--- config.mk ---
export PLATFORM = sky130hd
export DESIGN_NAME = bitrev_reorder_buffer
export DESIGN_NICKNAME = d
export VERILOG_FILES = /design/src/rtl/fft_pkg.sv /design/src/rtl/bit_reverse.sv /design/src/rtl/bitrev_reorder_buffer.sv
export SDC_FILE = /design/constraint.sdc
export NUM_CORES = 2
export LEC_CHECK = 0
export ABC_AREA = 1
export CAP_MARGIN = 20
export CORE_MARGIN = 2
export CORE_UTILIZATION = 32
export CTS_CLUSTER_SIZE = 10
export DETAILED_ROUTE_END_ITERATION = 10
export PLACE_DENSITY = 0.46
export SLEW_MARGIN = 20
export SYNTH_ARGS = -nofsm -noshare
export SYNTH_HDL_FRONTEND = slang
export SYNTH_SLANG_ARGS = --single-unit
--- constraint.sdc ---
create_clock -name clk -period 4.77 [get_ports clk]
set_input_delay 0.954 -clock clk [delete_from_list [all_inputs] [get_ports clk]]
set_output_delay 0.954 -clock clk [all_outputs]
set_load 0.02 [all_outputs]
--- src/rtl/fft_pkg.sv ---
// Shared FFT constants and sample type used by the reorder buffer and its neighbours.
package fft_pkg;

  localparam int FFT_LOG2N  = 6;
  localparam int FFT_N      = 1 << FFT_LOG2N;
  localparam int FFT_DATA_W = 32;

  // Packed complex sample: real part in the upper half, imaginary in the lower half.
  typedef struct packed {
    logic signed [FFT_DATA_W/2-1:0] re;
    logic signed [FFT_DATA_W/2-1:0] im;
  } cplx_t;

endpackage

--- src/rtl/bit_reverse.sv ---
// Combinational index reversal: bit k of the input lands on bit W-1-k of the output.
module bit_reverse #(
  parameter int W = 6
) (
  input  logic [W-1:0] idx_in,
  output logic [W-1:0] idx_out
);

  for (genvar gi = 0; gi < W; gi++) begin : g_rev
    assign idx_out[gi] = idx_in[W-1-gi];
  end

endmodule

--- src/rtl/bitrev_reorder_buffer.sv ---
// Ping-pong reorder buffer: fills one bank in natural order while the other drains
// either bit-reversed or in natural order, one sample per cycle on each side.
module bitrev_reorder_buffer
  import fft_pkg::*;
#(
  parameter int LOG2N  = FFT_LOG2N,
  parameter int DATA_W = FFT_DATA_W
) (
  input  logic              clk,
  input  logic              rst,
  input  logic              reverse_en,
  input  logic              in_valid,
  output logic              in_ready,
  input  logic [DATA_W-1:0] in_data,
  output logic              out_valid,
  input  logic              out_ready,
  output logic [DATA_W-1:0] out_data,
  output logic [LOG2N-1:0]  out_index,
  output logic              out_last
);

  localparam int N = 1 << LOG2N;
  localparam logic [LOG2N-1:0] CNT_LAST = '1;

  logic [DATA_W-1:0] bank_mem [2][N];

  logic             w_sel_q, w_sel_d;
  logic             r_sel_q, r_sel_d;
  logic [LOG2N-1:0] wr_cnt_q, wr_cnt_d;
  logic [LOG2N-1:0] rd_cnt_q, rd_cnt_d;
  logic [1:0]       full_q, full_d;
  logic [1:0]       mode_q, mode_d;
  logic [LOG2N-1:0] rd_cnt_rev;
  logic [LOG2N-1:0] rd_addr;
  logic             in_fire;
  logic             out_fire;

  // Handshake flags come straight from state so neither side sees the other's strobes.
  assign in_ready  = ~full_q[w_sel_q];
  assign out_valid = full_q[r_sel_q];
  assign in_fire   = in_valid & in_ready;
  assign out_fire  = out_valid & out_ready;

  bit_reverse #(.W(LOG2N)) u_bit_reverse (
    .idx_in  (rd_cnt_q),
    .idx_out (rd_cnt_rev)
  );

  assign rd_addr   = mode_q[r_sel_q] ? rd_cnt_rev : rd_cnt_q;
  assign out_data  = bank_mem[r_sel_q][rd_addr];
  assign out_index = rd_addr;
  assign out_last  = out_valid & (rd_cnt_q == CNT_LAST);

  always_comb begin
    w_sel_d  = w_sel_q;
    r_sel_d  = r_sel_q;
    wr_cnt_d = wr_cnt_q;
    rd_cnt_d = rd_cnt_q;
    full_d   = full_q;
    mode_d   = mode_q;

    if (in_fire) begin
      wr_cnt_d = wr_cnt_q + 1'b1;
      if (wr_cnt_q == '0) begin
        mode_d[w_sel_q] = reverse_en;
      end
      if (wr_cnt_q == CNT_LAST) begin
        full_d[w_sel_q] = 1'b1;
        w_sel_d         = ~w_sel_q;
      end
    end

    // The reader only ever clears the bank it owns, which the writer cannot be filling.
    if (out_fire) begin
      rd_cnt_d = rd_cnt_q + 1'b1;
      if (rd_cnt_q == CNT_LAST) begin
        full_d[r_sel_q] = 1'b0;
        r_sel_d         = ~r_sel_q;
      end
    end
  end

  always_ff @(posedge clk) begin
    if (rst) begin
      w_sel_q  <= 1'b0;
      r_sel_q  <= 1'b0;
      wr_cnt_q <= '0;
      rd_cnt_q <= '0;
      full_q   <= 2'b00;
      mode_q   <= 2'b00;
    end else begin
      w_sel_q  <= w_sel_d;
      r_sel_q  <= r_sel_d;
      wr_cnt_q <= wr_cnt_d;
      rd_cnt_q <= rd_cnt_d;
      full_q   <= full_d;
      mode_q   <= mode_d;
    end
  end

  always_ff @(posedge clk) begin
    if (in_fire) begin
      bank_mem[w_sel_q][wr_cnt_q] <= in_data;
    end
  end

endmodule

# == Word level (Yosys, flattened, before mapping) ==
# Memories as Yosys holds them, arrays and structs flattened. A register that Yosys moved wholly into a read port is not among the register bits.
# Index checks and enable logic that the tools add are counted.
# op_classes
add_sub_neg,2
n_lt_le_gt_ge,7
n_eq_ne,2
mux,25
n_bitwise,11
n_reduce_logical,7
# op_table
operator,count
2048-bit two-way mux,1
32-bit binary-select mux with 6-bit select,1
32-bit demux with 6-bit select,1
32-bit two-way mux,3
7-bit greater-or-equal comparator (second input constant),2
6-bit inverter with 7-bit output,2
6-bit by 1-bit adder with 6-bit output (second input constant),2
6-bit == test (second input constant),2
1-bit two-way mux,11
2-bit two-way mux,4
7-bit by 1-bit less-than comparator with 1-bit output (second input constant),1
6-bit logical NOT,1
6-bit two-way mux,1
2-bit AND reduction,3
1-bit by 2-bit less-than comparator with 1-bit output (second input constant),2
1-bit AND,3
1-bit logical AND,3
1-bit inverter,3
2-bit AND,1
2-bit bitwise mux,1
1-bit demux with 1-bit select,2
1-bit greater-or-equal comparator (second input constant),2
2-bit inverter,1
2-bit OR,1
# totals
reg_bits,18
ramBits,4096
output_inout_bits,41
word_cells,61
n_memories,1
# mem_list
memory,words,width,read_ports,rd_clocked_by_memory_dff,wr,line_no,text
bank_mem,2,2048,1,1,1,bitrev_reorder_buffer.sv:25,logic [DATA_W-1:0] bank_mem [2][N];

# == Longest topological paths before layout ==
# logic_depth
ltp_word,10
mapped_depth,15
depth_no_buf,12

# == By module ==
# From an unflattened synthesis, not the netlist that was laid out.
# hier_totals
cells_unflattened,13301
area_unflattened_um2,169065.9
# by_module_without_submodules
module,n_inst,cells_each,area_per_inst_um2,seq_area_each_um2
bitrev_reorder_buffer,1,13295,169020.9,123378.3
bit_reverse,1,6,45.0,0.0

# == Worst setup path after synthesis ==
# OpenSTA, ideal clock, no wires.
# synth_path
path_kind,register to register
start,reg w_sel_q
end,"mem bank_mem[0][1312] (netlist name), enable pin"
setup_time_ns,0.461
t_arrival_ns,4.112
required_time_ns,4.309
setup_slack_ns,0.197
stages_incl_launch_ff,8
path_cell_list,dfxtp_1 clkbuf_1 o21ai_0 nand2_1 clkinv_1 nand4_1 clkbuf_1 nor3_1
# synth_via
elab_chain_cells,6
# synth_lines
item,line_no,text
start: declaration,bitrev_reorder_buffer.sv:27,"logic w_sel_q, w_sel_d;"
start signal: assignment,bitrev_reorder_buffer.sv:92,w_sel_q <= w_sel_d;
1-bit two-way mux (implied by the code) (2 in a row),bitrev_reorder_buffer.sv:39,assign in_ready = ~full_q[w_sel_q];
1-bit inverter,bitrev_reorder_buffer.sv:39,
via in_ready,bitrev_reorder_buffer.sv:13,"output logic in_ready,"
1-bit AND,bitrev_reorder_buffer.sv:41,assign in_fire = in_valid & in_ready;
1-bit two-way mux,bitrev_reorder_buffer.sv:102,if (in_fire) begin
2048-bit two-way mux (implied by the code),bitrev_reorder_buffer.sv:103,bank_mem[w_sel_q][wr_cnt_q] <= in_data;
end: declaration,bitrev_reorder_buffer.sv:25,
# The timed path passes the listed nets, and every way through them passes these cells. The select of a mux whose other input is x is not followed.

==> summary.md <==
| Metric | Value |
|---|---|
| Status | `completed` |
| Asr flop ratio synth | `0` |
| CTS buffer count | `463` |
| DR iter-0 viols | `13.0k` |
| Cells after Synth | `13.3k` |
| Primary FF master, synth | `edfxtp_1` |
| Cell taking the most area after synthesis | `edfxtp_1` |
| Final worst slack | `0.0248 ns` |
| Ys Warns | `0` |
| Clock root buffer master | `clkbuf_16` |
| Hold Path Class | `input pin to flop` |
| Hold Startpoint | `in_data[4]` |
| Placed instance area | `184000 µm²` |
| Fill count | `49.5k` |
| #FFs+latches synth | `4115` |
| Crit-path max FO | `23` |
| Final design utilization | `0.392` |
| CP startpoint kind | `flop` |
| Design Area, Final | `206000 µm²` |
| Syn Nets | `13.3k` |
| Most frequent cell after synthesis | `edfxtp_1` |
| Tmin final | `4.75 ns` |
| Most frequent cells after synthesis | `edfxtp_1, nand2_1, nand3_1` |
| Largest net degree at the start of global routing | `128` |
| DIE AREA | `534000 µm²` |
| Placed cells | `20.2k` |
| Crit share post-route | `0.995` |
| Avg WL per Cell | `29.1 µm` |
| Chip Height | `731 µm` |
| Sequential element share of the synthesized area | `0.730` |
| Power Density | `363 nW/µm²` |
| Type of the worst setup path | `flop to primary output` |
| Worst r2r src | `w_sel_q` |
| Core Region | `526000 µm²` |
| Worst-skew pair later-pin latency | `1.02 ns` |
| GR Util All Layers | `0.221` |
| Share of cells above drive strength 1 | `0.164` |
| I/O Buffers | `77` |
| Slew HR | `0.223` |
| Initial antenna violation count | `43` |
| Total routed wirelength | `612000 µm` |
| RD Place Congestion | `0.830` |
| Clk buf depth | `4` |
| Ports | `78` |
| DRC viols | `0` |
| Die Wd | `731 µm` |
| Post-synthesis cell type count | `30` |
| DP HPWL | `331000 µm` |
| Max Cap Viol | `0` |
| Vias per cell | `5.30` |
| Slew @ Worst Pin | `1.17 ns` |
| TNS Setup | `0 ns` |
| CTS sink count | `4115` |
| H-tree depth | `5` |
| Clock Skews | `0.0548 ns` |
| Post-route antenna net violation count | `0` |
| CTS Hold Buffers Added | `0` |
| Setup violators final | `0` |
| Layout Cells excl Fill | `21.1k` |
| Max-slew violations | `0` |
| GR Overflow Total | `0` |
| Synth top area share | `0.727` |
| Clock Pin Slew Worst Setup and Hold Paths | `0.06 ns` |
| Post-layout power | `74.7 mW` |
| Worst hold slack | `0.214 ns` |
| Starting density of the core | `0.322` |
| Synth top area cells | `edfxtp_1, nand3_1, nand2_1` |
| Post-Syn Area per Cell | `12.7 µm²` |
| Critical path data arrival time | `3.79 ns` |
| Fmax | `211 MHz` |
| NumNets Final | `14.0k` |
| Worst path required time | `3.82 ns` |
| Vias in the first global route | `106k` |
| Area grow syn2layout | `21.9%` |
| Peak VDD IR | `0.324 mV` |
| Drt pass-1 iters | `7` |
| DR vias | `112k` |
| CTS tree | `yes` |
| Pre-CTS setup slack | `-0.0688 ns` |
| Worst R2R Setup Slack | `1.46 ns` |
| RSZ-0062 raised after global routing | `yes` |
| Leak pwr | `69.0 nW` |
| Post-synth EDFFs | `4096` |
| Mapped Area | `169000 µm²` |
| Critical Path Sink Type | `primary output` |
| Final Hold Vio Count | `0` |
| Row count | `266` |
| First-pass GRT wire length | `848000 µm` |
placed cells by master, fill, tap and decap left out, drive strengths merged, types with 19 or more instances in the layout:
cell,netlist,final
o21ai,300,300
inv,207,216
a21boi,762,762
clkinv,3,41
nand2,3401,3402
nand3,2605,2605
nor2,163,163
dfxtp,19,19
bufbuf,0,51
buf,610,966
clkbuf,275,580
edfxtp,4096,4096
and2,97,97
or2,191,191
nor3,63,63
mux2i,486,486
path summary, 6_finish.rpt:
path	endpoint	cells past startpoint
min reg2reg	full_q[0]	2
max reg2reg	bank_mem[0][114]	8
max	out_data[6]	16
min	bank_mem[0][1508]	1
what timing repair did:
item                                    in CTS  in global routing
gates cloned                                78                 32
setup buffers                              133                 47
pin swaps                                   36                 48
gates resized for setup                    742                266
endpoints found under the setup margin      35                 32
critical path, cell delays in order, from the launching register on:
cell,delay (ns)
dfxtp_4,0.36
buf_12,0.16
buf_12,0.16
inv_16,0.16
buf_16,0.22
buf_12,0.20
buf_6,0.18
nand2_1,0.07
and2_0,0.13
nand3_1,0.07
nand3_1,0.08
nand3_1,0.17
nand3_4,0.14
nand3_2,0.15
nand3_1,0.10
nand2_2,0.17
buf_4,0.18
final cells by class:
type,instances,area (µm²),share of cell area
antenna,6,15.0,0.0000728
clock buffer,548,12100,0.0586
clock inverter,48,453,0.00220
inverter,210,868,0.00421
multi-input combinational,8094,44800,0.217
sequential,4115,123000,0.599
tap,6968,8720,0.0423
timing repair buffer,1063,15900,0.0769
timing repair inverter,2,31.3,0.000152
routing by layer:
layer  part of all wire  up-vias  wire [µm]  track usage
li1                   -    49100          -            -
met1               0.45    57500     273000        0.320
met2               0.46     4093     281000        0.350
met3              0.070      798      42600       0.0305
met4              0.026        8      16000       0.0557
met5           0.000077        -         47            0
state kept, by name, indices dropped and copies added (netlist names), named ones only:
signal	cells
bank_mem	4096
rd_cnt_q	6
w_sel_q	1
full_q	2
r_sel_q	1
wr_cnt_q	6
mode_q	2
report_power, final:
group	leakage, nW	internal [mW]	switching, mW
Clock	6.10	17.6	14.2
Combinational	25.9	0.842	2.29
Sequential	37.0	39.8	0.0122
Total	69.0	58.3	16.5
cell families (layout without fill, tap and decap cells):
| kind of cell | after synthesis | count (layout) | share of synthesized area |
|---|---|---|---|
| mux | 486 | 486 | 0.0288 |
| other cells | 0 | 6 | 0 |
| flops | 4115 | 4115 | 0.730 |
| fa+ha+maj | 3 | 3 | 0.000222 |
| compound gates | 1078 | 1078 | 0.0432 |
| simple gates | 6526 | 6527 | 0.169 |
| buf+inv | 1095 | 1871 | 0.0290 |
Note: power is estimated with default switching activity, not from simulation.
